$ cat src/rtl/du_program_loader_pkg.sv
// Shared constants and state encoding for the debug-unit program loader.
package du_program_loader_pkg;

  localparam logic [7:0] CMD_LOAD = 8'h4C;  // 'L'
  localparam logic [7:0] CMD_RUN  = 8'h52;  // 'R'
  localparam logic [5:0] OP_HALT  = 6'b111111;

  typedef enum logic [1:0] {
    ST_IDLE  = 2'd0,
    ST_LOAD  = 2'd1,
    ST_WRITE = 2'd2,
    ST_RUN   = 2'd3
  } state_e;

  function automatic logic is_halt(input logic [5:0] opcode);
    return opcode == OP_HALT;
  endfunction

endpackage

$ cat src/rtl/du_word_assembler.sv
// Packs a UART byte stream MSB-first into instruction words; the completed
// word and its valid flag are presented in the same cycle as the last byte.
module du_word_assembler #(
  parameter int NB_INST = 32,
  parameter int NB_BYTE = 8
) (
  input  logic               clock,
  input  logic               i_reset_n,
  input  logic [NB_BYTE-1:0] i_byte,
  input  logic               i_strobe,
  input  logic               i_clear,
  output logic [NB_INST-1:0] o_word,
  output logic               o_word_valid
);

  localparam int NBYTES = NB_INST / NB_BYTE;
  localparam int CW     = (NBYTES > 1) ? $clog2(NBYTES) : 1;
  localparam logic [CW-1:0] LAST = CW'(NBYTES - 1);

  logic [NB_INST-1:0] word_r;
  logic [CW-1:0]      cnt;

  // Exposing the shifted word combinationally lets the top register it
  // straight into the write port on the edge that captures the last byte.
  assign o_word       = {word_r[NB_INST-NB_BYTE-1:0], i_byte};
  assign o_word_valid = i_strobe && !i_clear && (cnt == LAST);

  always_ff @(posedge clock or negedge i_reset_n) begin
    if (!i_reset_n) begin
      word_r <= '0;
      cnt    <= '0;
    end else if (i_clear) begin
      word_r <= '0;
      cnt    <= '0;
    end else if (i_strobe) begin
      word_r <= o_word;
      cnt    <= cnt + 1'b1;
    end
  end

endmodule

$ cat src/rtl/du_program_loader.sv
// UART-driven instruction loader: L loads words until HALT (or memory full),
// R runs the pipeline until it reports halt.
module du_program_loader
  import du_program_loader_pkg::*;
#(
  parameter int ADDRWIDTH = 8,
  parameter int NB_INST   = 32,
  parameter int NB_BYTE   = 8
) (
  input  logic                 clock,
  input  logic                 i_reset_n,
  input  logic [NB_BYTE-1:0]   i_rx_data,
  input  logic                 i_rx_done,
  input  logic                 i_halt,
  output logic [NB_INST-1:0]   o_inst_load,
  output logic [ADDRWIDTH-1:0] o_addr_inst_load,
  output logic                 o_en_write,
  output logic                 o_debug_unit,
  output logic                 o_enable_pipe,
  output logic                 o_en_read,
  output logic                 o_load_done,
  output logic                 o_overflow
);

  localparam logic [ADDRWIDTH-1:0] ADDR_MAX = {ADDRWIDTH{1'b1}};

  state_e               state, state_n;
  logic [ADDRWIDTH-1:0] addr_n;
  logic [NB_INST-1:0]   inst_n;
  logic                 wr_n, dbg_n, en_n, done_n, ovf_n;
  logic                 asm_clear;
  logic [NB_INST-1:0]   asm_word;
  logic                 asm_valid;

  du_word_assembler #(
    .NB_INST (NB_INST),
    .NB_BYTE (NB_BYTE)
  ) u_asm (
    .clock        (clock),
    .i_reset_n    (i_reset_n),
    .i_byte       (i_rx_data),
    .i_strobe     (i_rx_done),
    .i_clear      (asm_clear),
    .o_word       (asm_word),
    .o_word_valid (asm_valid)
  );

  always_comb begin
    state_n   = state;
    addr_n    = o_addr_inst_load;
    inst_n    = '0;
    wr_n      = 1'b0;
    dbg_n     = o_debug_unit;
    en_n      = 1'b0;
    done_n    = o_load_done;
    ovf_n     = o_overflow;
    asm_clear = 1'b1;
    case (state)
      ST_IDLE: begin
        if (i_rx_done && i_rx_data == CMD_LOAD) begin
          state_n = ST_LOAD;
          addr_n  = '0;
          done_n  = 1'b0;
          ovf_n   = 1'b0;
          dbg_n   = 1'b1;
        end else if (i_rx_done && i_rx_data == CMD_RUN && o_load_done) begin
          state_n = ST_RUN;
          en_n    = 1'b1;
        end
      end
      ST_LOAD: begin
        asm_clear = 1'b0;
        if (asm_valid) begin
          state_n = ST_WRITE;
          wr_n    = 1'b1;
          inst_n  = asm_word;
        end
      end
      ST_WRITE: begin
        // Assembler stays live so a byte landing here starts the next word.
        asm_clear = 1'b0;
        if (is_halt(o_inst_load[NB_INST-1 -: 6])) begin
          state_n = ST_IDLE;
          done_n  = 1'b1;
          dbg_n   = 1'b0;
          addr_n  = o_addr_inst_load + 1'b1;
        end else if (o_addr_inst_load == ADDR_MAX) begin
          state_n = ST_IDLE;
          ovf_n   = 1'b1;
          dbg_n   = 1'b0;
        end else begin
          state_n = ST_LOAD;
          addr_n  = o_addr_inst_load + 1'b1;
        end
      end
      ST_RUN: begin
        en_n = !i_halt;
        if (i_halt) state_n = ST_IDLE;
      end
      default: state_n = ST_IDLE;
    endcase
  end

  always_ff @(posedge clock or negedge i_reset_n) begin
    if (!i_reset_n) begin
      state            <= ST_IDLE;
      o_inst_load      <= '0;
      o_addr_inst_load <= '0;
      o_en_write       <= 1'b0;
      o_debug_unit     <= 1'b0;
      o_enable_pipe    <= 1'b0;
      o_en_read        <= 1'b0;
      o_load_done      <= 1'b0;
      o_overflow       <= 1'b0;
    end else begin
      state            <= state_n;
      o_inst_load      <= inst_n;
      o_addr_inst_load <= addr_n;
      o_en_write       <= wr_n;
      o_debug_unit     <= dbg_n;
      o_enable_pipe    <= en_n;
      o_en_read        <= en_n;
      o_load_done      <= done_n;
      o_overflow       <= ovf_n;
    end
  end

endmodule

$ cat config.mk
export PLATFORM = sky130hd
export DESIGN_NAME = du_program_loader
export DESIGN_NICKNAME = d
export VERILOG_FILES = /design/src/rtl/du_program_loader_pkg.sv /design/src/rtl/du_word_assembler.sv /design/src/rtl/du_program_loader.sv
export SDC_FILE = /design/constraint.sdc
export NUM_CORES = 1
export LEC_CHECK = 0
export ABC_CLOCK_PERIOD_IN_PS = 3180
export CAP_MARGIN = 30
export CORE_MARGIN = 2
export CORE_UTILIZATION = 50
export DETAILED_ROUTE_END_ITERATION = 16
export PLACE_DENSITY = 0.85
export SKIP_LAST_GASP = 1
export SLEW_MARGIN = 20
export SYNTH_ARGS = -nofsm -noshare
export SYNTH_HDL_FRONTEND = slang
export SYNTH_SLANG_ARGS = --single-unit
$ cat constraint.sdc
create_clock -name clock -period 3.18 [get_ports clock]
set_input_delay 0.636 -clock clock [delete_from_list [all_inputs] [get_ports clock]]
set_output_delay 0.636 -clock clock [all_outputs]
set_load 0.02 [all_outputs]
==> run metrics <==
root buffer cell clkbuf_8; Syn-to-layout area delta 25.0%; worst vdd ir 0.000411 V; Critical Path Source o_addr_inst_load[5]; Hold Fails Final Rpt 0; cts repair resizes 0; WP data required about 2.5 ns; crit-path leading delay family buffers and inverters; Cells after Synth 274; top-count cell post-synth dfrtp_1; post-DR wirelength/cell 14.7 µm; post-synthesis async set-or-reset flop share between 90% and 100%; worst path arrival time 1.52 ns; worst rel slew slack between 50% and 60%; Fillers 484; library cells used by synthesis 48; worst-case reg-to-reg path depth 6; Pre-antenna DRT Iters 5; final setup fails 0; YS warnings 0; number of setup buffers added after CTS 0; number of port buffers between 50 and 60; first-pass GRT wire length 10,200 µm; DR iter-0 viols 170; Clock Latency Late Sink ~0.34 ns; startpoint types flip-flop; fmax between 0.4 and 0.5 GHz; reg-to-reg slack, setup 1.12 ns; post-route ant nets 0; max_cap viols 0; post-synth top area share 56.8%; placed insts 398; CTS H-tree lvls 3; critical path peak fanout 8; GRT Overall Usage 18.4%; Syn Std Cell Area about 0.0032 mm²; initial antenna violation count 0; slowest cell on the critical path clkdlybuf4s50_1; P per Cell Area 671 mW/mm²; Yosys top cell by area dfrtp_1; Clock Skew ~0.0074 ns; grt ovf 0; Core ar. 0.00628 mm²; die area 0.00709 mm²; post-synthesis sequential area ratio 56.8%; GPL Wtd Cong 0.777; hpwl dp 4280 µm; CTS Hold Bufs 0; Cell Rows 29; cts bufs inserted 9; ranking of synthesized cells by area dfrtp_1 57%, mux2i_1 8.1%, and2_1 6.4%; nets 350; critical path's largest stage delay 0.66 ns; Pleak 1.84 nW; Num Clock Sinks 73; Setup TNS Final 0 ns; DR vias/cell 5.24; largest net degree at the start of global routing 31; Synth Flop Type dfrtp_1; Hold WC Path Type in -> async; share of post-route cells with drive strength above 1 9.23%; Core Util, Final 64.0%; Synth Area per Inst 11.7 µm²; clk buf depth 2; Slew Viols, Final 0; Die Span Y 84.2 µm; Starting Density 51.2%; crit path buf inv count 1; Post-Layout Cell Count 413; CTS tree done; min Tclk post-route 2.15 ns; final WL 6090 µm; EDFF count, synth 0; Critical R2R Launch o_addr_inst_load[0]; net count after synthesis 292; Post-synth top cells 73 x dfrtp_1, 33 x and2_1, 28 x nor2b_1, 26 x mux2i_1; kind of end point of the critical path output port; chip width 84.2 µm; Ports 58; RR Endpoint o_addr_inst_load[7]; critical path type reg -> out; CTS clk-pin slew, worst paths 0.07 ns; unrepaired setup endpoints after global routing false; residual DRC count 0; vias in the first global route between 2,000 and 2,500; # diodes 0; synthesized flop and latch total 73; status completed; Final Cycle Share approximately two thirds; actual slew at the worst max-slew pin 0.703 ns; crit-path cells clkdlybuf4s50_1; via count 2,165
## how the worst max path moves through the flow
| stage | end | slack, ns | cells after the start |
|---|---|---|---|
| after floorplan | o_addr_inst_load[7] | 1.18 | 7 |
| after global placement | state[1] | 0.81 | 6 |
| after detailed placement | state[1] | 0.75 | 6 |
| after CTS | o_addr_inst_load[5] | 1.01 | 1 |
| after global routing | o_inst_load[18] | 0.90 | 7 |
| final | o_addr_inst_load[5] | 1.03 | 1 |
## metrics by stage
step	hold slack, ns	total power [mW]	area [µm²]	worst slack [ns]
after global routing	0.359	2.87	4020	0.902
after detailed placement	0.472	2.06	3840	0.750
after floorplan	0.340	1.80	3210	1.18
final	0.322	2.70	4020	1.03
after global placement	0.468	2.03	3840	0.808
after CTS	0.333	2.72	4020	1.01
## layout make-up
class	count	area, µm²	area share (%)
clock buffer	11	151	3.77
clock inverter	4	27.5	0.685
inverter	6	22.5	0.561
multi-input combinational	178	1280	31.8
sequential	73	1830	45.5
tap	77	96.3	2.40
timing repair buffer	64	613	15.3
## flip-flops by register name (all words and copies together), names as in the netlist
register          count
o_addr_inst_load      8
o_debug_unit          1
o_en_read             1
o_en_write            1
o_inst_load          32
o_load_done           1
o_overflow            1
state                 2
u_asm.cnt             2
u_asm.word_r         24
## cells by family (layout without fill, tap and decap cells)
kind of cell / Yosys count / after routing / share of synthesized area [%]
AO/OA/AOI/OAI: 35 / 35 / 7.40
adder cells (fa/ha/maj): 6 / 6 / 2.34
multiplexers: 27 / 27 / 8.45
XOR/XNOR: 1 / 1 / 0.273
buffers and inverters: 23 / 85 / 3.39
flip-flops: 73 / 73 / 56.8
AND/OR/NAND/NOR: 109 / 109 / 21.3
## cell usage in the layout, fill, tap and decap left out, types with 7 or more instances in the layout
master           instances
clkdlybuf4s50_1         55
mux2i_1                 26
buf_4                    7
a21oi_1                  9
and2_1                  33
nand2_1                 10
nor2_1                   9
dfrtp_1                 73
clkbuf_8                11
nor2b_1                 28
## per-layer routing
layer | GRT usage [%] | routed length (µm)
met3 | 4.52 | 277
met4 | 7.92 | 90
met2 | 26.8 | 2870
met1 | 26.4 | 2860
met5 | 0 | 0
## power breakdown
group          leakage [nW]  switching, mW  internal, mW
clock                0.0956          0.326         0.323
combinational         0.743          0.438         0.389
sequential             1.00          0.144          1.08
Note: power is estimated with default switching activity, not from simulation.
